`src/rtl/pipeline_exe_muldiv.sv`:
```
// pipeline_exe_muldiv: iterative RV32M multiply/divide unit for the EXE stage
module pipeline_exe_muldiv #(
  parameter int DATA_W = 32,
  parameter int CNT_W  = 6
) (
  input  logic              clk,
  input  logic              resetn,
  input  logic              md_start_e_i,
  input  logic [2:0]        md_op_e_i,
  input  logic [DATA_W-1:0] rs1_e_i,
  input  logic [DATA_W-1:0] rs2_e_i,
  input  logic              trap_flush_t_i,
  output logic              md_stall_o,
  output logic              md_valid_o,
  output logic [DATA_W-1:0] md_result_o
);
  localparam logic [1:0] IDLE = 2'd0, CALC = 2'd1, DONE = 2'd2;
  logic [1:0] state;
  logic [CNT_W-1:0] cnt;
  logic [2:0] op;
  logic neg_a, neg_b;
  logic [DATA_W-1:0] b;
  logic [2*DATA_W-1:0] acc, acc_nxt, prod;
  logic sa, sb, na, nb, div0, ovf;
  logic [DATA_W-1:0] abs_a, abs_b, spec_res, q, r, res;
  logic [DATA_W:0] sum, diff;
  always_comb begin
    sa = ~md_op_e_i[0] | (md_op_e_i == 3'b001);
    sb = sa & (md_op_e_i != 3'b010);
    na = sa & rs1_e_i[DATA_W-1];
    nb = sb & rs2_e_i[DATA_W-1];
    abs_a = na ? -rs1_e_i : rs1_e_i;
    abs_b = nb ? -rs2_e_i : rs2_e_i;
    div0 = md_op_e_i[2] & (rs2_e_i == '0);
    ovf = md_op_e_i[2] & ~md_op_e_i[0] & (rs1_e_i == {1'b1, {(DATA_W-1){1'b0}}}) & (rs2_e_i == '1);
    spec_res = div0 ? (md_op_e_i[1] ? rs1_e_i : '1) : (md_op_e_i[1] ? '0 : {1'b1, {(DATA_W-1){1'b0}}});
  end
  // acc holds {partial product, multiplier} for multiply and {remainder, dividend/quotient} for divide
  always_comb begin
    sum = {1'b0, acc[2*DATA_W-1:DATA_W]} + (acc[0] ? {1'b0, b} : '0);
    diff = acc[2*DATA_W-1:DATA_W-1] - {1'b0, b};
    acc_nxt = ~op[2] ? {sum, acc[DATA_W-1:1]}
            : diff[DATA_W] ? {acc[2*DATA_W-2:0], 1'b0}
            : {diff[DATA_W-1:0], acc[DATA_W-2:0], 1'b1};
    prod = (neg_a ^ neg_b) ? -acc_nxt : acc_nxt;
    q = acc_nxt[DATA_W-1:0];
    r = acc_nxt[2*DATA_W-1:DATA_W];
    res = op[2] ? (op[1] ? (neg_a ? -r : r) : ((neg_a ^ neg_b) ? -q : q))
        : (op == 3'b000 ? prod[DATA_W-1:0] : prod[2*DATA_W-1:DATA_W]);
  end
  assign md_stall_o = resetn & ~trap_flush_t_i & (state == IDLE ? md_start_e_i : state == CALC);
  assign md_valid_o = state == DONE;
  always_ff @(posedge clk or negedge resetn) begin
    if (!resetn) begin
      state <= IDLE;
      cnt <= '0;
      op <= '0;
      neg_a <= 1'b0;
      neg_b <= 1'b0;
      b <= '0;
      acc <= '0;
      md_result_o <= '0;
    end else if (trap_flush_t_i) begin
      state <= IDLE;
    end else if (state == IDLE) begin
      if (md_start_e_i) begin
        op <= md_op_e_i;
        neg_a <= na;
        neg_b <= nb;
        b <= abs_b;
        acc <= {{DATA_W{1'b0}}, abs_a};
        cnt <= '0;
        state <= (div0 | ovf) ? DONE : CALC;
        if (div0 | ovf) md_result_o <= spec_res;
      end
    end else if (state == CALC) begin
      acc <= acc_nxt;
      cnt <= cnt + 1'b1;
      if (cnt == CNT_W'(DATA_W - 1)) begin
        state <= DONE;
        md_result_o <= res;
      end
    end else begin
      state <= IDLE;
    end
  end
endmodule

```
`config.mk`:
```
export PLATFORM = sky130hd
export DESIGN_NAME = pipeline_exe_muldiv
export DESIGN_NICKNAME = d
export VERILOG_FILES = /design/src/rtl/pipeline_exe_muldiv.sv
export SDC_FILE = /design/constraint.sdc
export NUM_CORES = 1
export LEC_CHECK = 0
export CAP_MARGIN = 20
export CORE_MARGIN = 2
export CORE_UTILIZATION = 45
export CTS_CLUSTER_SIZE = 30
export DETAILED_ROUTE_END_ITERATION = 16
export GPL_TIMING_DRIVEN = 0
export PLACE_DENSITY_LB_ADDON = 0.2
export SKIP_CTS_REPAIR_TIMING = 1
export SLEW_MARGIN = 20
export SYNTH_ARGS = -nofsm -noshare
export SYNTH_HDL_FRONTEND = slang
export SYNTH_SLANG_ARGS = --single-unit
```
`constraint.sdc`:
```
create_clock -name clk -period 12.9 [get_ports clk]
set_input_delay 2.58 -clock clk [delete_from_list [all_inputs] [get_ports clk]]
set_output_delay 2.58 -clock clk [all_outputs]
set_load 0.005 [all_outputs]
```
* Word-level counts from Yosys, hierarchy flattened
Cells that the tools add are included.
Word-level totals: logic and storage cells 82, output and inout bits 34, bits of input ports 71, register bits 141
Cells by class: add/subtract/negate cells 8, eq/ne operators 11, bitwise gates (word level) 14, mux-type cells 32, reduce and logical (&&, ||, !) cells 9
Operators with widths (count):
- 32-bit 2-to-1 mux | 16
- 64-bit 2-to-1 mux | 6
- 32-bit negation | 4
- 32-bit == test (second input constant) | 2
- 64-bit negation | 1
- 32-bit by 32-bit adder with 33-bit output | 1
- 33-bit by 32-bit subtractor with 33-bit output | 1
- 32-bit logical NOT | 1
- 6-bit 2-to-1 mux | 3
- 2-bit 2-to-1 mux | 6
- 1-bit AND | 9
- 6-bit by 1-bit adder with 6-bit output (second input constant) | 1
- 6-bit by 5-bit == test with 1-bit output (second input constant) | 1
- 3-bit AND reduction | 2
- 5-bit AND reduction | 1
- 4-bit by 3-bit != test with 1-bit output (second input constant) | 1
- 2-bit nonzero test | 2
- 3-bit by 1-bit == test with 1-bit output (second input constant) | 1
- 3-bit logical NOT | 1
- 3-bit by 2-bit != test with 1-bit output (second input constant) | 1
- 3-bit != test (second input constant) | 1
- 2-bit by 1-bit == test with 1-bit output (second input constant) | 1
- 2-bit == test (second input constant) | 1
- 2-bit logical NOT | 1
- 7 further kinds | 9

* Depth between registers and ports, before layout
Gate-level depths: netlist of run 1.
depth in word-level cells 10, gate-level depth with buffers 24

* Worst setup path before layout of run 1
OpenSTA, ideal clock, no wires.
path type in2reg, from input port rs2_e_i[6], to register md_result_o[15], stages 14, path slack 6981 ps, library setup time 129 ps, arrival time 5790 ps, cells stage by stage or4_1 > nor4_1 > nand3_1 > or2_2 > nor4_1 > and4b_1 > a21oi_1 > a21o_1 > clkbuf_1 > clkbuf_1 > a311oi_1 > o21ai_0 > o21ai_0 > o21ai_0
Between the ends: longest elaborated chain between the ends 6
RTL lines:
- start: declaration | line 11 | input logic [DATA_W-1:0] rs2_e_i,
- parallel branches: the longest is 6 deep, another holds 32-bit == test
- end signal: assignment | line 74 | if (div0 | ovf) md_result_o <= spec_res;
- end signal: assignment | line 81 | md_result_o <= res;
- end: declaration | line 15 | output logic [DATA_W-1:0] md_result_o
Several ways; the timed one is not identified. The select of a mux whose other input is x is not followed. A chain may end at the register's enable or synchronous reset.

* Worst setup path in the final report of run 1
from register op[2], to register md_result_o[16]
Between the ends: longest elaborated chain between the ends 8
RTL lines:
- start: declaration | line 20 | logic [2:0] op;
- start signal: assignment | line 67 | op <= md_op_e_i;
- 64-bit 2-to-1 mux | line 42 | acc_nxt = ~op[2] ? {sum, acc[DATA_W-1:1]}
- 64-bit negation / 32-bit negation (equally long branches) | line 45, 48
- 64-bit 2-to-1 mux / 32-bit 2-to-1 mux (equally long branches) | line 45, 48
- 32-bit 2-to-1 mux (on tied branches) | line 49, 48
- 32-bit 2-to-1 mux * | line 48 | res = op[2] ? (op[1] ? (neg_a ? -r : r) : ((neg_a ^ neg_b) ? -q : q))
- 32-bit 2-to-1 mux * | line 79 | if (cnt == CNT_W'(DATA_W - 1)) begin
- 32-bit 2-to-1 mux * | line 76 | end else if (state == CALC) begin
- 32-bit 2-to-1 mux * | line 65 | end else if (state == IDLE) begin
Mark *: on every way between the ends. The rest lies on a longest branch, timed or not. The select of a mux whose other input is x is not followed.

==> results of run 1 <==
-- cells by family (layout without fill, tap and decap cells) --
logic type      Yosys count  count (layout)  share of synthesized area
buf+inv                 196             333                     0.0480
fa+ha+maj                72              72                     0.0573
simple gates            769             769                      0.232
compound gates          719             719                      0.301
mux                      62              62                     0.0398
flops                   141             141                      0.221
xor+xnor                183             183                      0.100
-- cell type report --
| class | instances | area [um^2] | share of cell area |
|---|---|---|---|
| Multi-Input combinational cell | 1805 | 11700 | 0.642 |
| Tap cell | 461 | 577 | 0.0316 |
| Inverter | 73 | 274 | 0.0150 |
| Clock buffer | 21 | 460 | 0.0252 |
| Timing Repair Buffer | 105 | 1070 | 0.0588 |
| Clock inverter | 11 | 133 | 0.00726 |
| Buffer | 123 | 493 | 0.0270 |
| Sequential cell | 141 | 3530 | 0.193 |
-- per-stage QoR --
stage          cells  cell area (um^2)  hold WS, ns   util
2_1_floorplan   2142             16000        0.463      -
5_1_grt         2740             18300        0.514  0.518
3_3_place_gp    2707             17600        0.452  0.500
4_1_cts         2740             18200        0.469  0.518
6_report        2740             18300        0.465  0.518
3_5_place_dp    2708             17600        0.456  0.501
-- cell usage after synthesis (10+ instances only) --
master     number
xnor2_1        91
o2111ai_1      10
inv_1          71
and3_1         13
a21oi_1       168
o22ai_1        13
a211oi_1       21
nand2_1       255
or2_2          10
a221oi_1       14
nor2_1        161
dfrtp_1       141
mux2_2         12
o21ai_0       187
nand2b_1       23
a21o_1         23
a31oi_1        28
a22o_1         23
o211ai_1       26
clkbuf_1       97
buf_1          11
or3_1          21
nand3_1        58
a311oi_1       11
o221ai_1       36
nor2b_1        18
nand4_1        27
xor2_1         92
nor3_1         73
o31ai_1        33
and2_1         45
ha_1           70
mux2i_1        50
o21a_1         15
nor4_1         18
buf_2          13
-- sequential cells by signal (all words and copies together), names as in the netlist --
| name | flops |
|---|---|
| acc | 64 |
| b | 32 |
| md_result_o | 32 |
| cnt | 6 |
| op | 3 |
| state | 2 |
| neg_a | 1 |
| neg_b | 1 |
-- worst paths after layout --
kind | to | cells past startpoint | slack [ns] | start
max | md_result_o[16]$_DFFE_PN0P_ | 19 | 4.08 | op[2]$_DFFE_PN0P_
min reg2reg | md_result_o[12]$_DFFE_PN0P_ | 2 | 0.47 | md_result_o[12]$_DFFE_PN0P_
min | md_result_o[12]$_DFFE_PN0P_ | 2 | 0.47 | md_result_o[12]$_DFFE_PN0P_
max in group asynchronous | b[13]$_DFFE_PN0P_ | 2 | 10.02 | resetn
min in group asynchronous | md_result_o[24]$_DFFE_PN0P_ | 1 | 2.03 | resetn
max reg2reg | md_result_o[16]$_DFFE_PN0P_ | 19 | 4.08 | op[2]$_DFFE_PN0P_
-- worst max-delay path, cell delays in order (launching register included) --
cell and delay, ns:
dfrtp_1 0.32, clkbuf_1 0.37, clkbuf_1 0.67, buf_1 0.75, buf_2 0.52, buf_2 0.35
buf_1 0.42, buf_1 0.72, clkbuf_1 0.75, a21oi_1 0.27, inv_1 0.15, ha_1 0.19
inv_1 0.09, a31oi_1 0.64, nand2_1 0.44, nor4_1 1.00, a21oi_1 0.20, xor2_1 0.18
o22ai_1 0.50, o21ai_1 0.11
-- metal layers --
metal  GRT usage  routed length (um)
met2       0.594               31300
met5           0                   0
met1       0.600               33500
met4       0.176                3650
met3       0.142               10600
==> impl_metrics.py, run 1 <==
metrics = {
    "outcome": {
        "status": "finished clean",
    },
    "worst_setup_path": {
        "cp_max_fo": 10,
        "critPathCaptureType": "register",
        "worstSetupStartpointType": "register",
        "arrival_ns": 9.15,
        "crit_required_ns": 13.23,
        "crit_type": "register to register",
    },
    "hold_path": {
        "hp-class": "register to register",
    },
    "sta": {
        "fin_crit_sh": 0.684,
        "rsz0062_at_grt": "false",
        "drv_slew": 0,
        "setup_viol": 0,
        "clock_skew_ns": 0.0140,
        "relSlewSlack": 0.235,
        "fin_crit_ns": 8.82,
        "worst_slew_pin_slew_ns": 1.14,
        "max_freq_mhz": 113,
        "tns_ns": 0,
        "final_hold_viol_count": 0,
        "setup_slack_ns": 4.08,
    },
    "clock_tree": {
        "clk_latency_ns": 0.47,
        "h-tree-depth": 4,
        "cts_buffers": 17,
        "clock_sinks": 141,
        "cts_tree": "built",
        "clk_pin_slew_ns": 0.07,
        "root_buffer": "clkbuf_16",
        "clock_path_buffers": 2,
    },
    "synth": {
        "yosysTopAreaCell": "dfrtp_1",
        "syn_area_um2": 16000,
        "syn_inst": 2142,
        "syn_avg_cell_area_um2": 7.46,
        "ys_top_cells_by_area": "dfrtp_1 22%, nand2_1 6.0%, o21ai_0 5.9%",
        "synth_fp_nets": 2285,
        "synth_top_cell_area_share": 0.221,
        "ys_seq_area_frac": 0.221,
        "synth_warnings": 0,
        "async_flop_share": 1.00,
        "synth_edf_count": 0,
        "synth-seq-cells": 141,
        "synth_ff_type": "dfrtp_1",
        "netlist-cell-type-count": 94,
    },
    "cells_and_area": {
        "fillers": 3524,
        "nNetsFinal": 2409,
        "synthToLayoutAreaGrowth_pct": 14.3,
        "layout_common_cells": "255 x nand2_1, 187 x o21ai_0, 168 x a21oi_1",
        "n_antenna_cell": 0,
        "final_common_cell": "nand2_1",
        "drive_gt1_frac": 0.0456,
    },
    "drt": {
        "wl_per_cell_um": 28.8,
        "ant_nets": 0,
        "route.detailed.drc": 0,
        "drt_iter0_markers": 2402,
        "firstDrtPassIters": 8,
        "vias_per_cell": 6.81,
        "vias": 18700,
        "routed_wirelength_um": 79000,
    },
    "floorplanning": {
        "coreArea_um2": 35200,
        "die_area_um2": 37000,
        "ios": 105,
        "die_w_um": 192,
        "num_rows": 69,
        "start_util": 0.454,
        "die_y_um": 192,
    },
    "global_routing": {
        "grt_pass1_vias": 17400,
        "antenna_found_initial": 1,
        "grt_max_degree": 94,
        "grt-ovfl-total": 0,
        "groute.usage.overall": 0.427,
        "grt_pass1_wl_um": 115000,
    },
    "job": {
        "maxCapViolCount": 0,
    },
    "placement": {
        "dp_hpwl_um": 63400,
        "pre_cts_ws_ns": 4.69,
        "gp_congestion": 1.07,
        "port_buffers": 104,
    },
}
Power of run 1 is not shown: default switching activity piles up to over one toggle a cycle in this logic, so the estimate is an artifact.
==> inputs of run 2 (changes only) <==
==> constraint.sdc (replaced) <==
create_clock -name clk -period 8.85 [get_ports clk]
set_input_delay 1.77 -clock clk [delete_from_list [all_inputs] [get_ports clk]]
set_output_delay 1.77 -clock clk [all_outputs]
set_load 0.005 [all_outputs]
==> results of run 2 <==
Same layout as run 1 (identical final DEF). Status: finished clean.
Main changes from that run: setup slack after placement 4.69 ns -> 0.636 ns; setup slack after layout 4.08 ns -> 0.0311 ns; register-to-register setup slack 4.08 ns -> 0.03 ns
Power of run 2 is left out for the same reason.
